$ cat src/rtl/arm_decode_pkg.sv
// Shared ARM decode definitions: class/subtype codes, the decoded-record type
// and the combinational classifier used at queue push.
package arm_decode_pkg;

    localparam logic [1:0] CLS_OTHER  = 2'b00;
    localparam logic [1:0] CLS_DATA   = 2'b01;
    localparam logic [1:0] CLS_MEM    = 2'b10;
    localparam logic [1:0] CLS_BRANCH = 2'b11;

    localparam logic [2:0] DSUB_NONE      = 3'b000;
    localparam logic [2:0] DSUB_IMM       = 3'b001;
    localparam logic [2:0] DSUB_SHIFT_IMM = 3'b010;
    localparam logic [2:0] DSUB_SHIFT_REG = 3'b011;
    localparam logic [2:0] DSUB_MUL       = 3'b100;

    localparam logic [2:0] MSUB_IMM = 3'b001;
    localparam logic [2:0] MSUB_REG = 3'b010;

    localparam logic [2:0] BSUB_B  = 3'b001;
    localparam logic [2:0] BSUB_BL = 3'b010;

    typedef struct packed {
        logic [1:0]  cls;
        logic [2:0]  sub;
        logic [3:0]  cond;
        logic        uncond;
        logic [31:0] instr;
    } dec_rec_t;

    function automatic dec_rec_t decode_instr(input logic [31:0] w);
        dec_rec_t r;
        r        = '0;
        r.cls    = CLS_OTHER;
        r.sub    = DSUB_NONE;
        r.cond   = w[31:28];
        r.uncond = (w[31:28] == 4'b1111);
        r.instr  = w;
        if (w[27:25] == 3'b101) begin
            r.cls = CLS_BRANCH;
            r.sub = w[24] ? BSUB_BL : BSUB_B;
        end else if (w[27:26] == 2'b01) begin
            r.cls = CLS_MEM;
            r.sub = w[25] ? MSUB_REG : MSUB_IMM;
        end else if (w[27:26] == 2'b00) begin
            r.cls = CLS_DATA;
            // Multiply shares the register-shift encoding space, so it must win first.
            if (w[27:22] == 6'b000000 && w[7:4] == 4'b1001) r.sub = DSUB_MUL;
            else if (w[25])                                 r.sub = DSUB_IMM;
            else if (!w[4])                                 r.sub = DSUB_SHIFT_IMM;
            else if (!w[7])                                 r.sub = DSUB_SHIFT_REG;
            else                                            r.sub = DSUB_NONE;
        end
        return r;
    endfunction

endpackage

$ cat src/rtl/arm_decode_queue_if.sv
// Fetch/issue handshake bundle of the decode queue; statistics signals exist
// only when DECODE_STATS_EN is defined.
interface arm_decode_queue_if #(
    parameter int DEPTH = 4
`ifdef DECODE_STATS_EN
    , parameter int CNT_W = 16
`endif
);
    logic                     flush;
    logic                     in_valid;
    logic                     in_ready;
    logic [31:0]              in_instr;
    logic                     out_valid;
    logic                     out_ready;
    logic [1:0]               out_class;
    logic [2:0]               out_sub;
    logic [3:0]               out_cond;
    logic                     out_uncond;
    logic [31:0]              out_instr;
    logic [$clog2(DEPTH):0]   occupancy;
`ifdef DECODE_STATS_EN
    logic                     stat_clr;
    logic [CNT_W-1:0]         stat_data;
    logic [CNT_W-1:0]         stat_mem;
    logic [CNT_W-1:0]         stat_branch;
    logic [CNT_W-1:0]         stat_other;
`endif

    modport master (
        output flush, in_valid, in_instr, out_ready,
        input  in_ready, out_valid, out_class, out_sub, out_cond, out_uncond,
               out_instr, occupancy
`ifdef DECODE_STATS_EN
        , output stat_clr
        , input  stat_data, stat_mem, stat_branch, stat_other
`endif
    );

    modport slave (
        input  flush, in_valid, in_instr, out_ready,
        output in_ready, out_valid, out_class, out_sub, out_cond, out_uncond,
               out_instr, occupancy
`ifdef DECODE_STATS_EN
        , input  stat_clr
        , output stat_data, stat_mem, stat_branch, stat_other
`endif
    );

endinterface

$ cat src/rtl/arm_decode_fifo.sv
// DEPTH-entry FIFO of decoded records with registered ready, synchronous flush
// and occupancy count; no bypass path when full.
module arm_decode_fifo
    import arm_decode_pkg::*;
#(
    parameter int DEPTH = 4
) (
    input  logic                   clk,
    input  logic                   rst_n,
    input  logic                   flush,
    input  logic                   push_valid,
    output logic                   push_ready,
    input  dec_rec_t               push_data,
    output logic                   pop_valid,
    input  logic                   pop_ready,
    output dec_rec_t               pop_data,
    output logic [$clog2(DEPTH):0] occupancy
);
    localparam int                PTR_W    = $clog2(DEPTH);
    localparam logic [PTR_W:0]    FULL_CNT = (PTR_W + 1)'(DEPTH);

    dec_rec_t           mem [DEPTH];
    logic [PTR_W-1:0]   wr_ptr;
    logic [PTR_W-1:0]   rd_ptr;
    logic [PTR_W:0]     count;
    logic [PTR_W:0]     count_nxt;
    logic               ready_q;
    logic               push;
    logic               pop;

    assign push = push_valid && ready_q && !flush;
    assign pop  = pop_valid && pop_ready && !flush;

    // NOTE: every variable assigned in always_comb gets a default first, so no latch is inferred.
    always_comb begin
        count_nxt = count;
        if (flush) begin
            count_nxt = '0;
        end else begin
            case ({push, pop})
                2'b10:   count_nxt = count + 1'b1;
                2'b01:   count_nxt = count - 1'b1;
                default: count_nxt = count;
            endcase
        end
    end

    // NOTE: sequential state uses non-blocking assignments so all flops update from pre-edge values.
    always_ff @(posedge clk or negedge rst_n) begin
        if (!rst_n) begin
            wr_ptr  <= '0;
            rd_ptr  <= '0;
            count   <= '0;
            ready_q <= 1'b0;
        end else begin
            count   <= count_nxt;
            ready_q <= (count_nxt != FULL_CNT);
            if (flush) begin
                wr_ptr <= '0;
                rd_ptr <= '0;
            end else begin
                if (push) wr_ptr <= wr_ptr + 1'b1;
                if (pop)  rd_ptr <= rd_ptr + 1'b1;
            end
        end
    end

    // NOTE: storage is not reset; an entry is only ever read after it has been written.
    always_ff @(posedge clk) begin
        if (push) mem[wr_ptr] <= push_data;
    end

    assign push_ready = ready_q;
    assign pop_valid  = (count != '0);
    assign pop_data   = mem[rd_ptr];
    assign occupancy  = count;

endmodule

$ cat src/rtl/arm_decode_queue.sv
// Registered ARM decode queue: classifies each accepted word and buffers the
// record; DECODE_STATS_EN adds saturating per-class accept counters.
module arm_decode_queue
    import arm_decode_pkg::*;
#(
    parameter int DEPTH = 4
`ifdef DECODE_STATS_EN
    , parameter int CNT_W = 16
`endif
) (
    input  logic               clk,
    input  logic               rst_n,
    arm_decode_queue_if.slave  bus
);
    dec_rec_t in_rec;
    dec_rec_t head_rec;
    dec_rec_t vis_rec;
    logic     push_ready;
    logic     head_valid;

    assign in_rec = decode_instr(bus.in_instr);

    arm_decode_fifo #(.DEPTH(DEPTH)) u_fifo (
        .clk        (clk),
        .rst_n      (rst_n),
        .flush      (bus.flush),
        .push_valid (bus.in_valid),
        .push_ready (push_ready),
        .push_data  (in_rec),
        .pop_valid  (head_valid),
        .pop_ready  (bus.out_ready),
        .pop_data   (head_rec),
        .occupancy  (bus.occupancy)
    );

    // Head fields read as zero while nothing is queued, hiding stale storage.
    assign vis_rec        = head_valid ? head_rec : '0;
    assign bus.in_ready   = push_ready;
    assign bus.out_valid  = head_valid;
    assign bus.out_class  = vis_rec.cls;
    assign bus.out_sub    = vis_rec.sub;
    assign bus.out_cond   = vis_rec.cond;
    assign bus.out_uncond = vis_rec.uncond;
    assign bus.out_instr  = vis_rec.instr;

`ifdef DECODE_STATS_EN
    logic             accept;
    logic [CNT_W-1:0] stat_cnt [4];

    assign accept = bus.in_valid && push_ready && !bus.flush;

    always_ff @(posedge clk or negedge rst_n) begin
        if (!rst_n) begin
            for (int i = 0; i < 4; i++) stat_cnt[i] <= '0;
        end else begin
            for (int i = 0; i < 4; i++) begin
                if (bus.stat_clr)
                    stat_cnt[i] <= '0;
                else if (accept && in_rec.cls == 2'(i) && stat_cnt[i] != '1)
                    stat_cnt[i] <= stat_cnt[i] + 1'b1;
            end
        end
    end

    assign bus.stat_other  = stat_cnt[CLS_OTHER];
    assign bus.stat_data   = stat_cnt[CLS_DATA];
    assign bus.stat_mem    = stat_cnt[CLS_MEM];
    assign bus.stat_branch = stat_cnt[CLS_BRANCH];
`endif

endmodule
$ cat src/flat_wrapper.sv
// flat-port wrapper written by rule: the top's interface ports become plain ports
module arm_decode_queue_flat import arm_decode_pkg::*;
#(
    parameter int DEPTH = 4

)
  (clk, rst_n, bus_flush, bus_in_valid, bus_in_instr, bus_out_ready, bus_in_ready, bus_out_valid, bus_out_class, bus_out_sub, bus_out_cond, bus_out_uncond, bus_out_instr, bus_occupancy);
  arm_decode_queue_if #(.DEPTH(DEPTH)) bus_i ();
  input  logic clk;
  input  logic rst_n;
  input wire logic [$bits(bus_i.flush)-1:0] bus_flush;
  input wire logic [$bits(bus_i.in_valid)-1:0] bus_in_valid;
  input wire logic [$bits(bus_i.in_instr)-1:0] bus_in_instr;
  input wire logic [$bits(bus_i.out_ready)-1:0] bus_out_ready;
  output wire logic [$bits(bus_i.in_ready)-1:0] bus_in_ready;
  output wire logic [$bits(bus_i.out_valid)-1:0] bus_out_valid;
  output wire logic [$bits(bus_i.out_class)-1:0] bus_out_class;
  output wire logic [$bits(bus_i.out_sub)-1:0] bus_out_sub;
  output wire logic [$bits(bus_i.out_cond)-1:0] bus_out_cond;
  output wire logic [$bits(bus_i.out_uncond)-1:0] bus_out_uncond;
  output wire logic [$bits(bus_i.out_instr)-1:0] bus_out_instr;
  output wire logic [$bits(bus_i.occupancy)-1:0] bus_occupancy;
  assign bus_i.flush = bus_flush;
  assign bus_i.in_valid = bus_in_valid;
  assign bus_i.in_instr = bus_in_instr;
  assign bus_i.out_ready = bus_out_ready;
  assign bus_in_ready = bus_i.in_ready;
  assign bus_out_valid = bus_i.out_valid;
  assign bus_out_class = bus_i.out_class;
  assign bus_out_sub = bus_i.out_sub;
  assign bus_out_cond = bus_i.out_cond;
  assign bus_out_uncond = bus_i.out_uncond;
  assign bus_out_instr = bus_i.out_instr;
  assign bus_occupancy = bus_i.occupancy;
  arm_decode_queue #(.DEPTH(DEPTH)) u_core (.clk(clk), .rst_n(rst_n), .bus(bus_i));
endmodule
$ cat config.mk
export PLATFORM = sky130hd
export DESIGN_NAME = arm_decode_queue_flat
export DESIGN_NICKNAME = d
export VERILOG_FILES = /design/src/rtl/arm_decode_pkg.sv /design/src/rtl/arm_decode_queue_if.sv /design/src/rtl/arm_decode_fifo.sv /design/src/rtl/arm_decode_queue.sv /design/src/flat_wrapper.sv
export SDC_FILE = /design/constraint.sdc
export NUM_CORES = 1
export LEC_CHECK = 0
export CORE_AREA = 2 2 135 137
export DETAILED_ROUTE_END_ITERATION = 8
export DIE_AREA = 0 0 137 139
export HOLD_SLACK_MARGIN = 0.06
export SYNTH_ARGS = -nofsm -noshare
export SYNTH_HDL_FRONTEND = slang
export SYNTH_HIERARCHICAL = 1
export SYNTH_SLANG_ARGS = --single-unit
$ cat constraint.sdc
create_clock -name clk -period 2.3 [get_ports clk]
set_input_delay 0.46 -clock clk [delete_from_list [all_inputs] [get_ports clk]]
set_output_delay 0.46 -clock clk [all_outputs]
set_load 0.02 [all_outputs]
**After elaboration in Yosys (flattened, before gate mapping)**

Memory sizes are Yosys's and may differ from the RTL's.
Index checks and enable logic that the tools add are counted.

- Register bits: 8
- RAM bits: 168
- Memories kept: 1
- Word-level logic and storage cells: 45
- Input bits: 37

Memories:

| name | depth | bits a word | read ports | clocked after Yosys merged registers in | wr ports | RTL line | text |
|---|---|---|---|---|---|---|---|
| u_core.u_fifo.mem | 4 | 42 | 1 | 0 | 1 | arm_decode_fifo.sv:22 | `dec_rec_t mem [DEPTH];` |

- Mux-type cells: 18
- Equal/unequal tests: 7
- Reductions and logical operators: 11
- Add/subtract/negate cells: 4

Operators with widths:

| operator | count |
|---|---|
| two-way mux 42 bit | 1 |
| two-way mux 2 bit | 7 |
| two-way mux 3 bit | 4 |
| two-way mux 5 bit | 2 |
| equality test 4 bit (second input constant) | 2 |
| zero test 6 bit | 1 |
| case mux 3 bit (2 select lines) | 1 |
| logical AND 1 bit | 5 |
| adder 2 x 1 -> 2 bit (second input constant) | 2 |
| equality test 2 x 1 -> 1 bit (second input constant) | 2 |
| two-way mux 4 bit | 1 |
| nonzero test 2 bit | 2 |
| adder 3 x 1 -> 3 bit (second input constant) | 1 |
| equality test 3 bit (second input constant) | 1 |
| != test 3 bit (second input constant) | 1 |
| nonzero test 3 bit | 1 |
| subtractor 3 x 1 -> 3 bit (second input constant) | 1 |
| equality test 2 bit (second input constant) | 1 |
| zero test 2 bit | 1 |
| two-way mux 1 bit | 2 |
| zero test 1 bit | 1 |

**Longest topological paths before layout**

Gate-level depths: netlist of the first run.

- Depth in word-level cells: 7
- Gate-level depth with buffers: 8

**By module**

Netlist of the first run, hierarchy kept.

Modules (own cells, without submodules):

| module | times used | sequential area each (µm²) | cells each | area each (µm²) |
|---|---|---|---|---|
| arm_decode_fifo | 1 | 5245.0 | 266 | 6522.5 |
| arm_decode_queue | 1 | 0.0 | 65 | 416.6 |

**Worst setup path after synthesis of the first run**

Ideal clock, no wire load.

- Path type: register to register
- Start point: register u_core.u_fifo.count[1] (netlist: u_core/u_fifo/occupancy[1])
- End point: register u_core.u_fifo.ready_q (netlist: u_core/u_fifo/push_ready)
- Arrival: 2357 ps
- Period minus slack after synthesis: 2486 ps
- Required time: 2171 ps
- Library setup time: 129 ps
- Slack: -186 ps
- Cell stages (with the launch flop): 8
- Cell sequence: dfrtp_1 > o31ai_1 > nor2_1 > ha_1 > fa_1 > xnor2_1 > or3_1 > a2111o_1

- Word-level cells in the longest chain between the ends: 7

RTL lines:

| item | RTL line | text |
|---|---|---|
| from (decl) | arm_decode_fifo.sv:25 | `logic [PTR_W:0] count;` |
| from (signal assigned) | arm_decode_fifo.sv:56 | `count <= count_nxt;` |
| nonzero test 3 bit | arm_decode_fifo.sv:74 | `assign pop_valid = (count != '0);` |
| logical AND 1 bit (2 in a row) | arm_decode_fifo.sv:32 | `assign pop = pop_valid && pop_ready && !flush;` |
| equality test 2 x 1 -> 1 bit or equality test 2 bit (tied branches) | arm_decode_fifo.sv:40 | `case ({push, pop})` |
| case mux 3 bit (2 select lines) * | arm_decode_fifo.sv:40 |  |
| two-way mux 3 bit * | arm_decode_fifo.sv:37 | `if (flush) begin` |
| != test 3 bit * | arm_decode_fifo.sv:57 | `ready_q <= (count_nxt != FULL_CNT);` |
| to (signal assigned) | arm_decode_fifo.sv:57 |  |
| to (decl) | arm_decode_fifo.sv:27 | `logic ready_q;` |

Mark *: on every way between the ends. The rest lies on a longest branch, timed or not.
A chain may end at the register's enable or synchronous reset.

==> flow_summary.toml, run 1 <==
[timing]
min_period_ns = 2.47
relSlewSlack_pct = 61.2
slew_viol_final = 0
hold-worst-slack_ns = 0.303
setup_viol = 43
max_slew.worst_pin.slew_ns = 0.583
fin_crit_sh_pct = 107
clock.fmax_mhz = 405
finClkSkew_ns = 0.00596
timing.final.hold_violations = 0
setup_ws_ns = -0.167
rsz0062_at_grt = "yes"

[critical_path]
cpPeakStageDelay_ns = 0.51
critical_path_arrival_ns = 2.01
criticalPathCategory = "flop to output port"
end_kind = "output port"
cp_slowest_cell = "dfrtp_4"
crit_required_ns = 1.84
critPathMostFrequentCell = "buf_12"
crit_family = "flip-flops"
path_buf_inv = 3
worstSetupStartpointType = "flop"
path_cells = "buf_12 -> buf_12 -> mux4_2 -> and2_4 -> buf_6"
cp_max_fo = 7

[finish]
finalNonFillerCells = 693
final_layout_size_suffix_gt1_share_pct = 40.5
area_growth_pct = 30.7
layout.nets = 494
diodes = 0

[die]
dieWidth_um = 137
fp.dieH_um = 139
start_util_pct = 39.3
coreArea_um2 = 17700
io_pins = 84
rows = 49
die_area_um2 = 19000

[synth]
synth_common_cells = "edfxtp_1, and2_1, mux4_2, dfrtp_1, nor2_1"
synth-edff-count = 168
synth_top_area_share_pct = 72.7
synth_cells = 331
yosysWarnings = 6
synth_area_um2 = 6940
synthesis.nets = 374
synth_seq_cells = 176
synthMostInstantiatedCell = "edfxtp_1"
async_reset_ff_share_pct = 4.55
yosysTopAreaCell = "edfxtp_1"
synthFlopType = "edfxtp_1"
yosysSeqAreaShare_pct = 75.6
synth_area_leaders = "edfxtp_1, mux4_2, and2_1, dfrtp_1, ha_1"
synth_cell_types = 29
synth_area_per_cell_um2 = 21.0

[place]
dp.cells = 656
port_buffers = 83
hpwl_um = 8270
globalplace.congestion = 0.750

[detailed_routing]
wl_um = 13500
avgRoutedWirePerCell_um = 19.4
ant_nets = 0
drtIter0Drc = 182
drtPass1Iterations = 4
routed_via_density = 5.02
drc_errors = 0
vias = 3477

[global_routing]
grtUsageTotal_pct = 15.1
grt_pass1_vias = 3825
grt_max_degree = 36
antenna_found_initial = 0
overflow = 0
grt_pass1_wl_um = 21000

[clock_tree]
clock-root-buffer = "clkbuf_16"
htreeDepth = 4
clockBufferDepth = 2
numClockSinks = 176
insertion_delay_ns = 0.42
path_clk_slew_ns = 0.06
cts_tree = "yes"
cts_made_buffers = 17

[flow_run]
maxCapViolCount = 0

[run_status]
status = "complete, but fails checks"
failed_checks = "negative setup slack"

[pwr]
ir_drop_mv = 0.577
p_leak_nw = 3.10
p_per_area_nw_per_um2 = 888

[min_path]
hp-class = "primary input to asynchronous set/reset pin"
[metrics by stage]
step	power, W	worst slack [ns]	utilization (%)	area (um^2)	setup TNS, ns
detailed placement	0.00507	-0.469	47.2	8340	-2.32
global route	0.00837	-0.228	51.4	9070	-7.06
global placement	0.00505	-0.385	47.2	8340	-2.18
floorplan	0.00443	0.000559	-	6960	0
CTS	0.00793	-0.277	49.7	8780	-5.27
finish	0.00806	-0.167	51.4	9070	-4.39
[report_power, final]
group / switching [W] / internal, W
logic: 0.000673 / 0.000763
clock network: 0.00115 / 0.00181
registers: 0.0000380 / 0.00362
total: 0.00186 / 0.00620
[logic make-up (layout without fill, tap and decap cells)]
logic type,Yosys count,in the layout,share of synthesized area (%)
xor gates and xnor gates,5,5,0.631
AOI/OAI and AO/OA,9,9,0.974
buffers and inverters,21,154,1.69
and+or+nand+nor,70,70,6.00
adders and majority gates,6,6,1.19
muxes,44,44,13.9
DFF,176,176,75.6
[layout by cell type (no fill, tap or decap), types with 5 or more instances in the layout]
master | Yosys | routed
edfxtp_1 | 168 | 168
clkbuf_16 | 0 | 18
buf_6 | 2 | 27
and2_1 | 47 | 16
clkdlybuf4s50_1 | 0 | 40
buf_2 | 4 | 16
mux4_2 | 42 | 42
buf_12 | 0 | 13
buf_4 | 5 | 21
dfrtp_1 | 8 | 5
nor2_1 | 8 | 7
and2_4 | 0 | 27
[state kept, by name, indices dropped and copies added (netlist names)]
| signal | cells |
|---|---|
| u_core/u_fifo/mem | 168 |
| u_core/u_fifo/occupancy | 3 |
| u_core/u_fifo/push_ready | 1 |
| u_core/u_fifo/rd_ptr | 2 |
| u_core/u_fifo/wr_ptr | 2 |
[metal layers]
layer	up-vias	global-route usage [%]	part of all wire (%)
met5	-	0	0
li1	1568	-	-
met2	74	25.2	52
met3	15	4.97	4.8
met4	0	4.61	1.2
met1	1820	18.8	42
[repair_timing]
item | in CTS | in global routing
hold buffers | 0 | 0
gates cloned | 0 | 1
gates resized for setup | 180 | 73
setup endpoints to repair | 44 | 43
pin swaps | 2 | 9
buffers inserted | 1 | 3
[path summary, 6_finish.rpt]
kind / from / to / slack (ns) / cells after the start
setup / recovery: u_core/u_fifo/rd_ptr[0] / bus_out_instr[25] / -0.17 / 5
min in group clk: u_core/u_fifo/wr_ptr[1] / u_core/u_fifo/wr_ptr[1] / 0.58 / 2
hold reg to reg: u_core/u_fifo/wr_ptr[1] / u_core/u_fifo/wr_ptr[1] / 0.58 / 2
max in group asynchronous: rst_n / u_core/u_fifo/rd_ptr[0] / 1.71 / 1
setup reg to reg: u_core/u_fifo/occupancy[2] / u_core/u_fifo/push_ready / -0.02 / 8
hold / removal: rst_n / u_core/u_fifo/wr_ptr[1] / 0.30 / 1
[worst reg2reg max path, cell delays in order (launching register included)]
cell	delay [ns]
dfrtp_1	0.37
buf_4	0.15
o31ai_4	0.22
nor2_1	0.08
ha_2	0.19
fa_2	0.33
xnor2_1	0.15
or3_1	0.34
a2111o_1	0.37
[layout make-up]
type	instances	area, um^2
flip-flops and latches	176	5250
fillers	1435	8590
clock inverters	14	190
repair buffers	118	1230
well taps	229	287
inverters	4	15.0
clock buffers	18	429
multi-input cells	134	1670
(Power assumes the default switching activity.)
==> run 2: changes to the inputs <==
==> constraint.sdc (replaced) <==
create_clock -name clk -period 2.3 [get_ports clk]
set_input_delay 0.345 -clock clk [delete_from_list [all_inputs] [get_ports clk]]
set_output_delay 0.345 -clock clk [all_outputs]
set_load 0.02 [all_outputs]
==> flow_summary.toml, run 2 (synthesized netlist as in run 1, its figures left out) <==
[run_status]
status = "complete, but fails checks"
failed_checks = "negative setup slack"

[global_routing]
grt_max_degree = 43
overflow = 0
grt_pass1_wl_um = 21200
grt_pass1_vias = 3756
grtUsageTotal_pct = 15.2
antenna_found_initial = 0

[timing]
rsz0062_at_grt = "yes"
timing.final.hold_violations = 0
fin_crit_sh_pct = 101
min_period_ns = 2.32
relSlewSlack_pct = 64.8
setup_ws_ns = -0.0197
max_slew.worst_pin.slew_ns = 0.528
setup_viol = 8
finClkSkew_ns = 0.00701
slew_viol_final = 0
clock.fmax_mhz = 431

[critical_path]
path_cells = "buf_12 -> buf_4 -> mux4_2 -> and2_4 -> buf_6"
crit_required_ns = 1.96
reg2reg_from = "u_core/u_fifo/occupancy[1]"
crit_family = "flip-flops"
cpPeakStageDelay_ns = 0.51
end_kind = "output port"
cp_max_fo = 6
criticalPathCategory = "flop to output port"
cp_slowest_cell = "dfrtp_4"
path_buf_inv = 3
worstSetupStartpointType = "flop"
critical_path_arrival_ns = 1.97
crit_path_start = "u_core/u_fifo/rd_ptr[0]"

[place]
dp.cells = 656
port_buffers = 83
hpwl_um = 8220
globalplace.congestion = 0.717

[clock_tree]
cts_tree = "yes"
clockBufferDepth = 2
path_clk_slew_ns = 0.06
numClockSinks = 176
htreeDepth = 4
clock-root-buffer = "clkbuf_16"
insertion_delay_ns = 0.42
cts_made_buffers = 17

[pwr]
power_frac_comb_pct = 19.4
p_per_area_nw_per_um2 = 873
p_leak_nw = 3.13
internal_power_w = 0.00609
p_seq_share_pct = 45.7
p_clk_share_pct = 34.9
ir_drop_mv = 0.503
power.switching_w = 0.00191
swShare_pct = 23.9

[finish]
final_layout_size_suffix_gt1_share_pct = 41.8
area_growth_pct = 32.0
finalNonFillerCells = 698
largest_reg_flops = 168
layout_commonest_cell = "edfxtp_1"
final_util_pct = 51.9
diodes = 0
layout.nets = 499
top_register = "u_core/u_fifo/mem"
mostFrequentLayoutCells = "edfxtp_1, mux4_2, clkdlybuf4s50_1"

[min_path]
hp-class = "primary input to asynchronous set/reset pin"

[die]
dieWidth_um = 137
fp.dieH_um = 139
start_util_pct = 39.3
coreArea_um2 = 17700
die_area_um2 = 19000
rows = 49
io_pins = 84

[detailed_routing]
ant_nets = 0
drtPass1Iterations = 5
routed_via_density = 4.94
drtIter0Drc = 215
avgRoutedWirePerCell_um = 19.5
drc_errors = 0
vias = 3446
wl_um = 13600

[flow_run]
maxCapViolCount = 0
## run 2: per-stage QoR
| step | TNS [ns] | instance area, um^2 | setup slack, ns | hold WS [ns] | total power (W) |
|---|---|---|---|---|---|
| 6_report | -0.0555 | 9160 | -0.0197 | 0.218 | 0.00800 |
| 3_5_place_dp | -0.824 | 8310 | -0.342 | 0.566 | 0.00504 |
| 2_1_floorplan | -0.00804 | 6960 | -0.00804 | 0.0494 | 0.00443 |
| 3_3_place_gp | -0.487 | 8310 | -0.283 | 0.556 | 0.00503 |
| 4_1_cts | -0.886 | 9140 | -0.127 | 0.210 | 0.00809 |
| 5_1_grt | -1.58 | 9160 | -0.0745 | 0.232 | 0.00830 |
## run 2: worst reg2reg max path: stages, from the launching register on
cell,delay [ns]
dfrtp_2,0.43
o31ai_4,0.27
nor2_1,0.07
ha_2,0.19
fa_2,0.34
xnor2_1,0.13
or3_1,0.33
a2111o_1,0.37
## run 2: layer usage
metal	share of wire (%)	GRT usage, %	vias to the layer above
met2	51	25.3	68
met3	4.1	3.91	13
li1	-	-	1577
met4	1.1	4.88	0
met1	44	19.4	1788
met5	0	0	-
## run 2: power groups by stage
stage / combinational [W] / clock (W) / sequential, W
2_1_floorplan: 0.000700 / 0 / 0.00373
3_3_place_gp: 0.00130 / 0 / 0.00373
3_5_place_dp: 0.00130 / 0 / 0.00374
4_1_cts: 0.00157 / 0.00286 / 0.00366
5_1_grt: 0.00166 / 0.00297 / 0.00366
6_report: 0.00155 / 0.00279 / 0.00366
## run 2: final cells by class
cell class	count	area (um^2)
inverter	4	15.0
fill	1415	8500
timing repair buffer	123	1350
clock inverter	12	134
sequential	176	5250
multi-input combinational	134	1690
tap	229	287
clock buffer	20	437
## run 2: final timing paths
path,to,slack (ns),cells after the start
worst max-delay path,bus_out_sub[2],-0.02,5
worst min-delay path,u_core/u_fifo/push_ready,0.22,1
worst max register to register,u_core/u_fifo/push_ready,0.05,7
worst min register to register,u_core/u_fifo/wr_ptr[1],0.57,2
max in group asynchronous,u_core/u_fifo/rd_ptr[0],1.76,1
min in group clk,u_core/u_fifo/wr_ptr[1],0.52,3
## run 2: timing repair
item                       CTS  global route
gates cloned                 3             0
buffers inserted             7             1
pin swaps                   16             3
gates resized for setup    272            13
setup endpoints to repair   44            42
hold buffers                 0             0
